===== src/rtl/dpa_prec_ctrl_if.sv =====
// Sample-in / p_dff-drive bundle for the precision controller.
// The master side produces samples; the slave side is the controller itself.
interface dpa_prec_ctrl_if #(
   parameter int WORD = 24,
   parameter int NSEL = 5
);
   logic            in_valid;
   logic [WORD-1:0] in_data;
   logic            force_full;
   logic            dff_en;
   logic [NSEL-1:0] dff_sel;
   logic [WORD-1:0] dff_d;
   logic [NSEL-1:0] cur_sel;

   modport master (
      output in_valid,
      output in_data,
      output force_full,
      input  dff_en,
      input  dff_sel,
      input  dff_d,
      input  cur_sel
   );

   modport slave (
      input  in_valid,
      input  in_data,
      input  force_full,
      output dff_en,
      output dff_sel,
      output dff_d,
      output cur_sel
   );
endinterface


===== src/rtl/dpa_prec_ctrl.sv =====
// Picks the narrowest safe p_dff precision per sample: leading-one plus guard
// bits, immediate widening, and shrinking only after a full window of samples.
module dpa_prec_ctrl #(
   parameter int WORD  = 24,
   parameter int NSEL  = 5,
   parameter int GUARD = 1,
   parameter int HOLD  = 4
) (
   input  logic          clk,
   input  logic          reset,
   dpa_prec_ctrl_if.slave bus
);

   localparam int CW = (HOLD < 1) ? 1 : $clog2(HOLD + 1);
   localparam logic [NSEL:0]   TOP_WIDE = (NSEL+1)'(WORD - 1);
   localparam logic [NSEL-1:0] TOP_SEL  = NSEL'(WORD - 1);
   localparam logic [NSEL:0]   GUARD_W  = (NSEL+1)'(GUARD);
   localparam logic [CW-1:0]   LAST_CNT = CW'(HOLD - 1);

   typedef enum logic {
      TRACK = 1'b0,
      FULL  = 1'b1
   } state_t;

   state_t          state_q, state_d;
   logic [NSEL-1:0] cur_q, cur_d;
   logic [NSEL-1:0] winmax_q, winmax_d;
   logic [CW-1:0]   cnt_q, cnt_d;

   logic            en_q;
   logic [NSEL-1:0] sel_q, sel_d;
   logic [WORD-1:0] d_q;

   logic [NSEL:0]   lead;
   logic [NSEL:0]   need_raw;
   logic [NSEL-1:0] need;
   logic [NSEL-1:0] win_upd;

   // Base values after leaving FULL: full precision and an empty window.
   logic            leaving;
   logic [NSEL-1:0] cur_eff;
   logic [NSEL-1:0] winmax_eff;
   logic [CW-1:0]   cnt_eff;

   always_comb begin
      lead = '0;
      for (int i = 0; i < WORD; i++) begin
         if (bus.in_data[i]) lead = (NSEL+1)'(i);
      end
      need_raw = lead + GUARD_W;
      if (need_raw > TOP_WIDE) need = TOP_SEL;
      else                     need = need_raw[NSEL-1:0];
   end

   always_comb begin
      leaving    = (state_q == FULL) && !bus.force_full;
      cur_eff    = leaving ? TOP_SEL : cur_q;
      winmax_eff = leaving ? '0      : winmax_q;
      cnt_eff    = leaving ? '0      : cnt_q;
      win_upd    = (need > winmax_eff) ? need : winmax_eff;
   end

   // NOTE: every output of this block gets a default first so that no path
   // leaves a variable unassigned, which would otherwise infer a latch.
   always_comb begin
      state_d  = bus.force_full ? FULL : TRACK;
      cur_d    = cur_eff;
      winmax_d = winmax_eff;
      cnt_d    = cnt_eff;
      sel_d    = sel_q;

      if (bus.in_valid) begin
         if (bus.force_full) begin
            sel_d    = TOP_SEL;
            cur_d    = TOP_SEL;
            winmax_d = '0;
            cnt_d    = '0;
         end else if (need > cur_eff) begin
            sel_d    = need;
            cur_d    = need;
            winmax_d = '0;
            cnt_d    = '0;
         end else begin
            // The sample fits the committed width; a shrink only affects later samples.
            sel_d = cur_eff;
            if (cnt_eff == LAST_CNT) begin
               cur_d    = win_upd;
               winmax_d = '0;
               cnt_d    = '0;
            end else begin
               winmax_d = win_upd;
               cnt_d    = cnt_eff + CW'(1);
            end
         end
      end
   end

   // NOTE: sequential state uses non-blocking assignments so every register
   // samples the pre-edge values regardless of statement order.
   always_ff @(posedge clk or posedge reset) begin
      if (reset) begin
         state_q  <= TRACK;
         cur_q    <= TOP_SEL;
         winmax_q <= '0;
         cnt_q    <= '0;
      end else begin
         state_q  <= state_d;
         cur_q    <= cur_d;
         winmax_q <= winmax_d;
         cnt_q    <= cnt_d;
      end
   end

   always_ff @(posedge clk or posedge reset) begin
      if (reset) begin
         en_q  <= 1'b0;
         sel_q <= TOP_SEL;
         d_q   <= '0;
      end else begin
         en_q  <= bus.in_valid;
         sel_q <= sel_d;
         if (bus.in_valid) d_q <= bus.in_data;
      end
   end

   assign bus.dff_en  = en_q;
   assign bus.dff_sel = sel_q;
   assign bus.dff_d   = d_q;
   assign bus.cur_sel = cur_q;

endmodule

===== src/flat_wrapper.sv =====
// flat-port wrapper written by rule: the top's interface ports become plain ports
module dpa_prec_ctrl_flat 
#(
   parameter int WORD  = 24,
   parameter int NSEL  = 5,
   parameter int GUARD = 1,
   parameter int HOLD  = 4
)
  (clk, reset, bus_in_valid, bus_in_data, bus_force_full, bus_dff_en, bus_dff_sel, bus_dff_d, bus_cur_sel);
  dpa_prec_ctrl_if #(.WORD(WORD), .NSEL(NSEL)) bus_i ();
  input  logic clk;
  input  logic reset;
  input wire logic [$bits(bus_i.in_valid)-1:0] bus_in_valid;
  input wire logic [$bits(bus_i.in_data)-1:0] bus_in_data;
  input wire logic [$bits(bus_i.force_full)-1:0] bus_force_full;
  output wire logic [$bits(bus_i.dff_en)-1:0] bus_dff_en;
  output wire logic [$bits(bus_i.dff_sel)-1:0] bus_dff_sel;
  output wire logic [$bits(bus_i.dff_d)-1:0] bus_dff_d;
  output wire logic [$bits(bus_i.cur_sel)-1:0] bus_cur_sel;
  assign bus_i.in_valid = bus_in_valid;
  assign bus_i.in_data = bus_in_data;
  assign bus_i.force_full = bus_force_full;
  assign bus_dff_en = bus_i.dff_en;
  assign bus_dff_sel = bus_i.dff_sel;
  assign bus_dff_d = bus_i.dff_d;
  assign bus_cur_sel = bus_i.cur_sel;
  dpa_prec_ctrl #(.WORD(WORD), .NSEL(NSEL), .GUARD(GUARD), .HOLD(HOLD)) u_core (.clk(clk), .reset(reset), .bus(bus_i));
endmodule

===== config.mk =====
export PLATFORM = sky130hd
export DESIGN_NAME = dpa_prec_ctrl_flat
export DESIGN_NICKNAME = d
export VERILOG_FILES = /design/src/rtl/dpa_prec_ctrl_if.sv /design/src/rtl/dpa_prec_ctrl.sv /design/src/flat_wrapper.sv
export SDC_FILE = /design/constraint.sdc
export NUM_CORES = 1
export LEC_CHECK = 0
export BUFFER_PORTS_ARGS = -buffer_cell sky130_fd_sc_hd__buf_2
export CORE_UTILIZATION = 39
export CTS_BUF_LIST = sky130_fd_sc_hd__clkbuf_8 sky130_fd_sc_hd__clkbuf_16
export DETAILED_ROUTE_END_ITERATION = 12
export PLACE_DENSITY_LB_ADDON = 0.3
export SYNTH_ARGS = -nofsm -noshare
export SYNTH_HDL_FRONTEND = slang
export SYNTH_SLANG_ARGS = --single-unit

===== constraint.sdc =====
create_clock -name clk -period 3.3 [get_ports clk]
set_input_delay 0.495 -clock clk [delete_from_list [all_inputs] [get_ports clk]]
set_output_delay 0.495 -clock clk [all_outputs]
set_load 0.1 [all_outputs]

==> reports/summary.txt <==
Initial Util: 0.403
Dpl cells: 498
Pwr Density: 417 nW/µm²
Static Leak: 1.87 nW
CTS root buf: clkbuf_8
Chip Width: 85.8 µm
Final HPWL from detailed placement: 6270 µm
YS warnings: 0
Clock Sinks: 44
Sequential cell area fraction in the yosys report: 0.406
Peak VDD IR: 273 µV
Worst slew pin tran: 0.804 ns
Via/cell ratio: 5.53
Wire length per cell: 16.8 µm
Hold Vio Cnt, Final: 0
Worst path top cell family by delay: compound AO/OA/AOI/OAI gates
Total Wirelength: 8650 µm
Grt total ovfl: 0
Mean Syn Cell Area: 9.77 µm²
Routability cong.: 0.883
Largest area contributor in the netlist: dfrtp_1
Worst hold path class: in2async
Clk_lat worst skew: 0.30 ns
Clock Path Buffers: 2
Top-area cell type share of the netlist area: 0.329
Post-synth EDFFs: 0
Mapped Cells: 280
WP buf/inv: 2
Period utilization: 1.03
Antenna Cells: 0
Area growth syn-to-layout: 56.5%
Antenna violations before repair: 0
Final setup vio count: 6
Max Clock Skew: 0.00506 ns
Top-count cell post-synth: dfrtp_1
CP max stage cell: or4_4
Crit path largest cell delay: 0.43 ns
Largest net degree at the start of global routing: 38
Max cap viols: 0
Share of post-route cells with drive strength above 1: 0.581
GRT Util Overall: 0.230
Die height: 85.8 µm
Crit path cell chain: buf_4 -> o311ai_4 -> a31oi_4 -> buf_6 -> o31ai_4 -> nand3_2 -> xor2_2 -> nor2_4 -> ha_4 -> nand2_4 -> or4_4 -> a211o_4 -> a21o_4 -> nand4_1 -> o221ai_1
Ports: 63
Cts hold-fix bufs: 0
Slew margin rel.: 0.461
Status: finished, violations left
Final Max Slew Viols: 0
Final Non-Filler Cells: 516
Crit path max fanout: 5
Top cells by area, synth: dfrtp_1 33%, mux2_2 10%, dfstp_2 7.7%
Crit path time final: 3.41 ns
H-tree Lvls: 2
Top cells by count, synth: 36 x dfrtp_1, 29 x nor2_1, 25 x mux2_2, 20 x nand2_1, 16 x inv_1
Failing checks: negative setup slack
Critical path class: in2reg
Worst-path clk slew: 0.09 ns
Critical Path RT: 3.46 ns
Die area: 7360 µm²
Unrepaired setup endpoints after global routing: true
NumNets Final: 455
Inserted Clock Buffers: 5
Ys flop type: dfrtp_1
Overall Power: 1.78 mW
Final Worst Setup Slack: -0.115 ns
CTS tree: built
Syn_nets: 316
Vias in the first global route: 2858
Synth Cell Area: 2740 µm²
Synth cell types: 62
DR iter-0 viols: 203
DR DRC count: 0
Crit end category: flop
Row count: 30
IO buf count: 62
Core area: 6790 µm²
DRT antenna net count: 0
DR vias: 2852
Hold slack: 0.233 ns
CP arrival: 3.57 ns
Router iterations before antenna repair: 4
Count of state elements after synthesis: 44
First-pass GRT wire length: 13300 µm
Asr flop ratio synth: 1.00
Fmax: 293 MHz
Startpoint Class: input port
-- worst reg2reg max path, stage by stage (launching register included) --
cell      delay, ns
dfrtp_1        0.38
nand2b_1       0.25
nand2_1        0.24
ha_4           0.33
nand2_4        0.04
or4_4          0.43
a211o_4        0.39
a21o_4         0.24
nand4_1        0.14
o221ai_1       0.16
-- metal layers --
metal | wire (µm) | part of all wire | vias to the layer above | track usage
li1 | - | - | 1327 | -
met1 | 3370 | 0.39 | 1376 | 0.262
met2 | 4530 | 0.52 | 119 | 0.424
met3 | 440 | 0.051 | 30 | 0.0452
met4 | 308 | 0.036 | 0 | 0.0894
met5 | 0 | 0 | - | 0
-- per-stage QoR --
stage	TNS (ns)	worst slack (ns)	area (µm²)	utilization
3_5_place_dp	-6.91	-0.556	3820	0.562
6_report	-0.561	-0.115	4280	0.630
3_3_place_gp	-6.47	-0.434	3820	0.562
4_1_cts	0	0.00223	3970	0.585
5_1_grt	-1.24	-0.196	4280	0.630
2_1_floorplan	-2.07	-0.202	2910	-
-- power by group --
part           switching, mW  total, mW  internal (mW)  leakage, nW
logic                  0.552      0.827          0.275         1.30
registers             0.0264      0.620          0.594        0.524
clock network          0.192      0.337          0.145       0.0453
-- logic make-up (layout without fill, tap and decap cells) --
kind of cell	Yosys count	after routing	share of synthesized area
adders and majority gates	8	8	0.0366
muxes	30	30	0.121
and+or+nand+nor	91	91	0.174
DFF	44	44	0.406
buffers and inverters	25	165	0.0348
AOI/OAI and AO/OA	80	80	0.221
xor gates and xnor gates	2	2	0.00640
-- cell usage in the layout (no fill, tap or decap), drive strengths merged, types with 6 or more instances in the layout --
master	Yosys	routed
nand2	20	20
inv	16	16
o31ai	8	8
buf	3	141
ha	8	8
nand3	6	6
o21ai	10	10
nor3	7	7
mux2	25	25
nor2	30	30
a21oi	16	16
dfstp	8	8
a31oi	6	6
dfrtp	36	36
-- final timing paths --
| path | startpoint | to | slack, ns | cells after the start |
|---|---|---|---|---|
| max | bus_in_data[4] | u_core.bus.cur_sel[3] | -0.11 | 15 |
| min | reset | u_core.bus.dff_d[15] | 0.23 | 2 |
| max reg2reg | u_core.state_q | u_core.bus.cur_sel[3] | 0.56 | 9 |
| min reg2reg | u_core.bus.dff_sel[4] | u_core.bus.dff_sel[4] | 0.49 | 2 |
| max in group asynchronous | reset | u_core.bus.cur_sel[1] | 2.30 | 3 |
| min in group clk | bus_force_full | u_core.state_q | 0.40 | 1 |
-- area by class of cell --
class | instances | area (µm²)
fillers | 554 | 2510
multi-input cells | 211 | 1940
flip-flops and latches | 44 | 1110
repair buffers | 141 | 963
well taps | 96 | 120
clock buffers | 5 | 68.8
inverters | 16 | 60.1
clock inverters | 3 | 16.3
-- flip-flops by register name (all words and copies together) (netlist names) --
register	cells
u_core.bus.cur_sel	5
u_core.bus.dff_d	24
u_core.bus.dff_en	1
u_core.bus.dff_sel	5
u_core.cnt_q	3
u_core.state_q	1
u_core.winmax_q	5
-- repair_timing --
action                                  in CTS  in global routing
gates resized for setup                      4                 50
buffers inserted                             6                  5
endpoints found under the setup margin      16                 17
pin swaps                                    5                 16
cloned                                       0                  0
Power figures use the tool's default switching activity.
